`config.mk`:
```
export PLATFORM = sky130hd
export DESIGN_NAME = cdc_export_fifo_flat
export DESIGN_NICKNAME = d
export VERILOG_FILES = /design/src/rtl/cdc_pkg.sv /design/src/rtl/cdc_export_fifo_if.sv /design/src/rtl/cdc_sync_bit.sv /design/src/rtl/cdc_export_fifo.sv /design/src/flat_wrapper.sv
export SDC_FILE = /design/constraint.sdc
export NUM_CORES = 1
export LEC_CHECK = 0
export CAP_MARGIN = 20
export CORE_MARGIN = 2
export CORE_UTILIZATION = 50
export DETAILED_ROUTE_END_ITERATION = 10
export MAX_ROUTING_LAYER = met4
export PLACE_DENSITY = 0.74
export RECOVER_POWER = 25
export SLEW_MARGIN = 10
export SYNTH_ARGS = -nofsm -noshare
export SYNTH_HDL_FRONTEND = slang
export SYNTH_SLANG_ARGS = --single-unit
```
`constraint.sdc`:
```
create_clock -name clk -period 2.9 [get_ports clk]
set_clock_uncertainty 0.15 [all_clocks]
set_input_delay 0.435 -clock clk [delete_from_list [all_inputs] [get_ports clk]]
set_output_delay 0.435 -clock clk [all_outputs]
set_load 0.03 [all_outputs]
```
`src/rtl/cdc_pkg.sv`:
```
// Shared constants and types for the toggle req/ack clock-domain-crossing blocks.
package cdc_pkg;

  localparam int CDC_SYNC_STAGES_DEFAULT = 2;

  // Implicit handshake state: FREE when the synchronised ack has caught up with req.
  typedef enum logic {
    HS_FREE = 1'b0,
    HS_BUSY = 1'b1
  } hs_state_e;

endpackage

```
`src/rtl/cdc_export_fifo_if.sv`:
```
// Producer-side and crossing-side signals of the export FIFO, bundled with master/slave views.
interface cdc_export_fifo_if #(
  parameter int pBits  = 8,
  parameter int pDepth = 4
);

  localparam int CW = $clog2(pDepth + 1);

  // Producer handshake: a word transfers on any clock edge where stb=1 and ready=1;
  // stb with ready=0 is ignored. ready depends only on registered state.
  // Crossing: cdc_data is stable whenever cdc_req != cdc_ack; a new word is offered by toggling cdc_req.
  logic             stb;
  logic [pBits-1:0] data;
  logic             ready;
  logic [CW-1:0]    count;
  logic             idle;
  logic             cdc_req;
  logic [pBits-1:0] cdc_data;
  logic             cdc_ack;

  modport master (
    output stb, data, cdc_ack,
    input  ready, count, idle, cdc_req, cdc_data
  );

  modport slave (
    input  stb, data, cdc_ack,
    output ready, count, idle, cdc_req, cdc_data
  );

endinterface

```
`src/rtl/cdc_sync_bit.sv`:
```
// N-flop synchroniser for a single asynchronous bit; output is the last stage.
module cdc_sync_bit #(
  parameter int pStages = 2
) (
  input  logic clk,
  input  logic rst,
  input  logic d,
  output logic q
);

  logic [pStages-1:0] sync_q;
  logic [pStages-1:0] sync_d;

  always_comb begin
    sync_d = {sync_q[pStages-2:0], d};
  end

  always_ff @(posedge clk or posedge rst) begin
    if (rst) begin
      sync_q <= '0;
    end else begin
      sync_q <= sync_d;
    end
  end

  assign q = sync_q[pStages-1];

endmodule

```
`src/rtl/cdc_export_fifo.sv`:
```
// Sending half of a toggle req/ack crossing with a local FIFO so the producer can
// queue several words while earlier ones are still in flight.
module cdc_export_fifo
  import cdc_pkg::*;
#(
  parameter int pBits       = 8,
  parameter int pDepth      = 4,
  parameter int pSyncStages = CDC_SYNC_STAGES_DEFAULT
) (
  input  logic      clk,
  input  logic      rst,
  cdc_export_fifo_if.slave bus,
  output hs_state_e dbg_hs_state
);

  localparam int AW = $clog2(pDepth);
  localparam int PW = AW + 1;
  localparam int CW = $clog2(pDepth + 1);

  logic [pBits-1:0] mem_q [pDepth];
  logic [pBits-1:0] mem_d [pDepth];
  logic [PW-1:0]    wr_ptr_q, wr_ptr_d;
  logic [PW-1:0]    rd_ptr_q, rd_ptr_d;
  logic             cdc_req_q, cdc_req_d;
  logic [pBits-1:0] cdc_data_q, cdc_data_d;

  logic          ack_sync;
  logic          hs_free;
  logic          full;
  logic          empty;
  logic          push;
  logic          launch;
  logic [PW-1:0] fill;

  cdc_sync_bit #(.pStages(pSyncStages)) u_ack_sync (
    .clk (clk),
    .rst (rst),
    .d   (bus.cdc_ack),
    .q   (ack_sync)
  );

  always_comb begin
    fill    = wr_ptr_q - rd_ptr_q;
    empty   = (wr_ptr_q == rd_ptr_q);
    full    = (wr_ptr_q[PW-1] != rd_ptr_q[PW-1]) && (wr_ptr_q[AW-1:0] == rd_ptr_q[AW-1:0]);
    hs_free = (ack_sync == cdc_req_q);
    // Full is judged on registered pointers only, so a same-edge launch never frees a slot early.
    push    = bus.stb && !full;
    launch  = hs_free && !empty;
  end

  always_comb begin
    mem_d      = mem_q;
    wr_ptr_d   = wr_ptr_q;
    rd_ptr_d   = rd_ptr_q;
    cdc_req_d  = cdc_req_q;
    cdc_data_d = cdc_data_q;
    if (push) begin
      mem_d[wr_ptr_q[AW-1:0]] = bus.data;
      wr_ptr_d                = wr_ptr_q + 1'b1;
    end
    if (launch) begin
      cdc_data_d = mem_q[rd_ptr_q[AW-1:0]];
      cdc_req_d  = !cdc_req_q;
      rd_ptr_d   = rd_ptr_q + 1'b1;
    end
  end

  always_ff @(posedge clk or posedge rst) begin
    if (rst) begin
      wr_ptr_q   <= '0;
      rd_ptr_q   <= '0;
      cdc_req_q  <= 1'b0;
      cdc_data_q <= '0;
    end else begin
      wr_ptr_q   <= wr_ptr_d;
      rd_ptr_q   <= rd_ptr_d;
      cdc_req_q  <= cdc_req_d;
      cdc_data_q <= cdc_data_d;
    end
  end

  // Storage is qualified by the pointers, so it needs no reset.
  always_ff @(posedge clk) begin
    mem_q <= mem_d;
  end

  assign bus.ready    = !full;
  assign bus.count    = CW'(fill);
  assign bus.idle     = empty && hs_free;
  assign bus.cdc_req  = cdc_req_q;
  assign bus.cdc_data = cdc_data_q;
  assign dbg_hs_state = hs_free ? HS_FREE : HS_BUSY;

`ifndef SYNTHESIS
  a_data_stable_while_busy : assert property (
    @(posedge clk) disable iff (rst) (cdc_req_q != ack_sync) |=> $stable(cdc_data_q)
  );
  a_no_back_to_back_launch : assert property (
    @(posedge clk) disable iff (rst) launch |=> !launch
  );
`endif

endmodule

```
`src/flat_wrapper.sv`:
```
// flat-port wrapper written by rule: the top's interface ports become plain ports
module cdc_export_fifo_flat import cdc_pkg::*;
#(
  parameter int pBits       = 8,
  parameter int pDepth      = 4,
  parameter int pSyncStages = CDC_SYNC_STAGES_DEFAULT
)
  (clk, rst, dbg_hs_state, bus_stb, bus_data, bus_cdc_ack, bus_ready, bus_count, bus_idle, bus_cdc_req, bus_cdc_data);
  cdc_export_fifo_if #(.pBits(pBits), .pDepth(pDepth)) bus_i ();
  input  logic clk;
  input  logic rst;
  output hs_state_e dbg_hs_state;
  input wire logic [$bits(bus_i.stb)-1:0] bus_stb;
  input wire logic [$bits(bus_i.data)-1:0] bus_data;
  input wire logic [$bits(bus_i.cdc_ack)-1:0] bus_cdc_ack;
  output wire logic [$bits(bus_i.ready)-1:0] bus_ready;
  output wire logic [$bits(bus_i.count)-1:0] bus_count;
  output wire logic [$bits(bus_i.idle)-1:0] bus_idle;
  output wire logic [$bits(bus_i.cdc_req)-1:0] bus_cdc_req;
  output wire logic [$bits(bus_i.cdc_data)-1:0] bus_cdc_data;
  assign bus_i.stb = bus_stb;
  assign bus_i.data = bus_data;
  assign bus_i.cdc_ack = bus_cdc_ack;
  assign bus_ready = bus_i.ready;
  assign bus_count = bus_i.count;
  assign bus_idle = bus_i.idle;
  assign bus_cdc_req = bus_i.cdc_req;
  assign bus_cdc_data = bus_i.cdc_data;
  cdc_export_fifo #(.pBits(pBits), .pDepth(pDepth), .pSyncStages(pSyncStages)) u_core (.clk(clk), .rst(rst), .bus(bus_i), .dbg_hs_state(dbg_hs_state));
endmodule
```
==> impl_metrics.yaml <==
logic_synthesis:
  synth-seq-area-share_pct: 70.1
  synth.avg_cell_area_um2: 18.8
  ys_warn_count: 0
  synthArstFlopShare_pct: 34.7
  synth-seq-cells: 49
  synth_top_flop_cell: "edfxtp_1"
  synth_area_um2: 1980
  synth_cell_types: 21
  synth_nets: 125
  synth_edf_count: 32
  syn_inst: 105
setup_path:
  cp_slowest_cell: "clkdlybuf4s50_1"
  max_stage_delay_ns: 0.68
  cp.arrival_ns: 2.21
  r2r_end: "u_core.bus.cdc_data[7]"
  critPathMaxFanout: 4
  required_ns: 2.32
  worstPathCellList: "inv_1, ha_1, fa_1, xor2_1, clkdlybuf4s50_1"
  reg2regPathDepth: 5
  r2r_setup_slack_ns: 0.72
  critical-path-top-delay-family: "buffers and inverters"
  reg2reg_from: "u_core.wr_ptr_q[0]"
  critical_path_class: "reg2out"
  critPathLaunchType: "flop"
  worstSetupEndpointType: "output port"
  cp_num_buf_inv: 2
finish:
  final_area_um2: 2430
  drive_gt1_share_pct: 24.3
  synthToLayoutAreaGrowth_pct: 22.6
  num_antenna_cells: 0
  final_common_cell: "edfxtp_1"
  layout_common_cells: "edfxtp_1 (32), clkdlybuf4s50_1 (17), dfrtp_1 (17)"
  fin_util_pct: 64.8
  nFillCells: 279
  finalNetCount: 159
  final_cells: 188
power:
  ir_worst_vdd_mv: 0.570
  finalPower_mw: 3.04
  power_density_nw_per_um2: 1250
  p_leak_nw: 0.930
placed_design:
  pre_cts_ws_ns: 0.435
  placed_cells: 180
  globalplace.congestion: 0.747
  port_buffers: 26
  placed_area_um2: 2310
  dp_hpwl_um: 2070
clock_network:
  cts_buffer_depth: 2
  worstSkewPairLatency_ns: 0.29
  cts_made_buffers: 5
  cts_resized: 0
  cts_root_buf: "clkbuf_8"
  path_clk_slew_ns: 0.08
  cts_tree: "built"
  cts_hold_buf: 0
  cts_max_level: 2
  clock-sinks: 49
  post_cts.repair.setup_buffers: 0
timing:
  fmaxAchievable_mhz: 358
  period_minus_slack_ns: 2.80
  slew_viol_final: 0
  hold_viol: 0
  setup_slack_ns: 0.105
  setup_violations: 0
  tightestPinTransition_ns: 0.695
  slew_headroom_pct: 53.6
  setup-tns-final_ns: 0
  rsz0062_at_grt: "false"
  whs_ns: 0.216
  period_share_pct: 96.4
detailed_routing:
  antenna_left: 0
  wire_per_inst_um: 16.2
  drtIter0Drc: 63
  drc: 0
  vias: 967
  dr.pass1.iters: 2
  vias_per_cell: 5.14
  totalWireLength_um: 3050
global_route:
  antenna_found_initial: 0
  grt_overflow: 0
  grt_max_degree: 18
  grt_pass1_wl_um: 5000
  grt_pass1_vias: 1011
  grt_use_total_pct: 16.8
floorplanning:
  ios: 27
  die_x_um: 66.9
  dieArea_um2: 4480
  die_h_um: 66.9
  num_rows: 22
  core_um2: 3740
  initial_core_util_pct: 52.8
min_path:
  min_path_cells: 0
  whs_endpoint: "u_core.u_ack_sync.sync_q[1]"
  worst_hold_path_type: "reg2reg"
  min_from: "u_core.u_ack_sync.sync_q[0]"
outcome:
  outcome: "complete, no violations"
flow_run:
  drv_cap: 0
routing by layer:
layer	track usage [%]	share of wire, %	wire, µm	up-vias
met3	6.25	4.1	126	2
met4	3.83	0.39	12	0
met1	20.6	44	1340	479
met2	26.9	52	1570	24
met5	-	0	0	-
li1	-	-	-	462
worst reg2reg max path: stages (launching register included):
cell	delay, ns
dfrtp_1	0.39
inv_1	0.11
ha_1	0.37
nand2_1	0.15
o21ai_2	0.50
mux2_2	0.40
power breakdown:
part,internal [mW],total [mW],switching (mW)
clock,0.259,0.470,0.212
combinational,0.685,1.50,0.810
sequential,0.978,1.08,0.101
total,1.92,3.04,1.12
worst max-delay path by stage:
| stage | start | end | slack, ns | depth (start not counted) |
|---|---|---|---|---|
| 2_1_floorplan | u_core.rd_ptr_q[1] | bus_idle | 0.44 | 5 |
| 3_3_place_gp | u_core.wr_ptr_q[0] | bus_count[2] | 0.47 | 5 |
| 3_5_place_dp | u_core.wr_ptr_q[0] | bus_count[2] | 0.44 | 5 |
| 4_1_cts | u_core.wr_ptr_q[0] | bus_count[2] | 0.09 | 5 |
| 5_1_grt | u_core.wr_ptr_q[0] | bus_count[2] | 0.002 | 5 |
| 6_report | u_core.wr_ptr_q[0] | bus_count[2] | 0.10 | 5 |
logic make-up (layout without fill, tap and decap cells):
| family | after synthesis | count (layout) | synth area share, % |
|---|---|---|---|
| adders and majority gates | 8 | 8 | 5.44 |
| muxes | 18 | 18 | 14.8 |
| buffers and inverters | 10 | 45 | 1.96 |
| xor gates and xnor gates | 7 | 7 | 3.48 |
| AOI/OAI and AO/OA | 6 | 6 | 2.21 |
| and+or+nand+nor | 7 | 7 | 2.02 |
| DFF | 49 | 49 | 70.1 |
cell usage after synthesis (all sizes together), types with 2 or more instances:
| master | instances | area, µm² |
|---|---|---|
| mux4 | 8 | 180 |
| o21ai | 2 | 13.8 |
| dfrtp | 17 | 425 |
| ha | 7 | 87.6 |
| clkbuf | 2 | 8.75 |
| edfxtp | 32 | 961 |
| a31oi | 2 | 12.5 |
| inv | 8 | 30.0 |
| xnor2 | 4 | 35.0 |
| xor2 | 3 | 33.8 |
| nand2 | 2 | 7.51 |
| mux2 | 10 | 113 |
| and2 | 3 | 22.5 |
cell type report:
class	count	area, µm²	area share [%]
multi-input combinational	46	553	22.8
timing repair buffer	29	285	11.8
sequential	49	1390	57.1
clock inverter	2	38.8	1.60
tap	48	60.1	2.48
clock buffer	6	72.6	2.99
inverter	8	30.0	1.24
state kept, by name, summed over array words and instances, names as in the netlist:
signal,cells
u_core.rd_ptr_q,3
u_core.u_ack_sync.sync_q,2
u_core.mem_q,32
u_core.bus.cdc_data,8
u_core.bus.cdc_req,1
u_core.wr_ptr_q,3
Note: power is estimated with default switching activity, not from simulation.
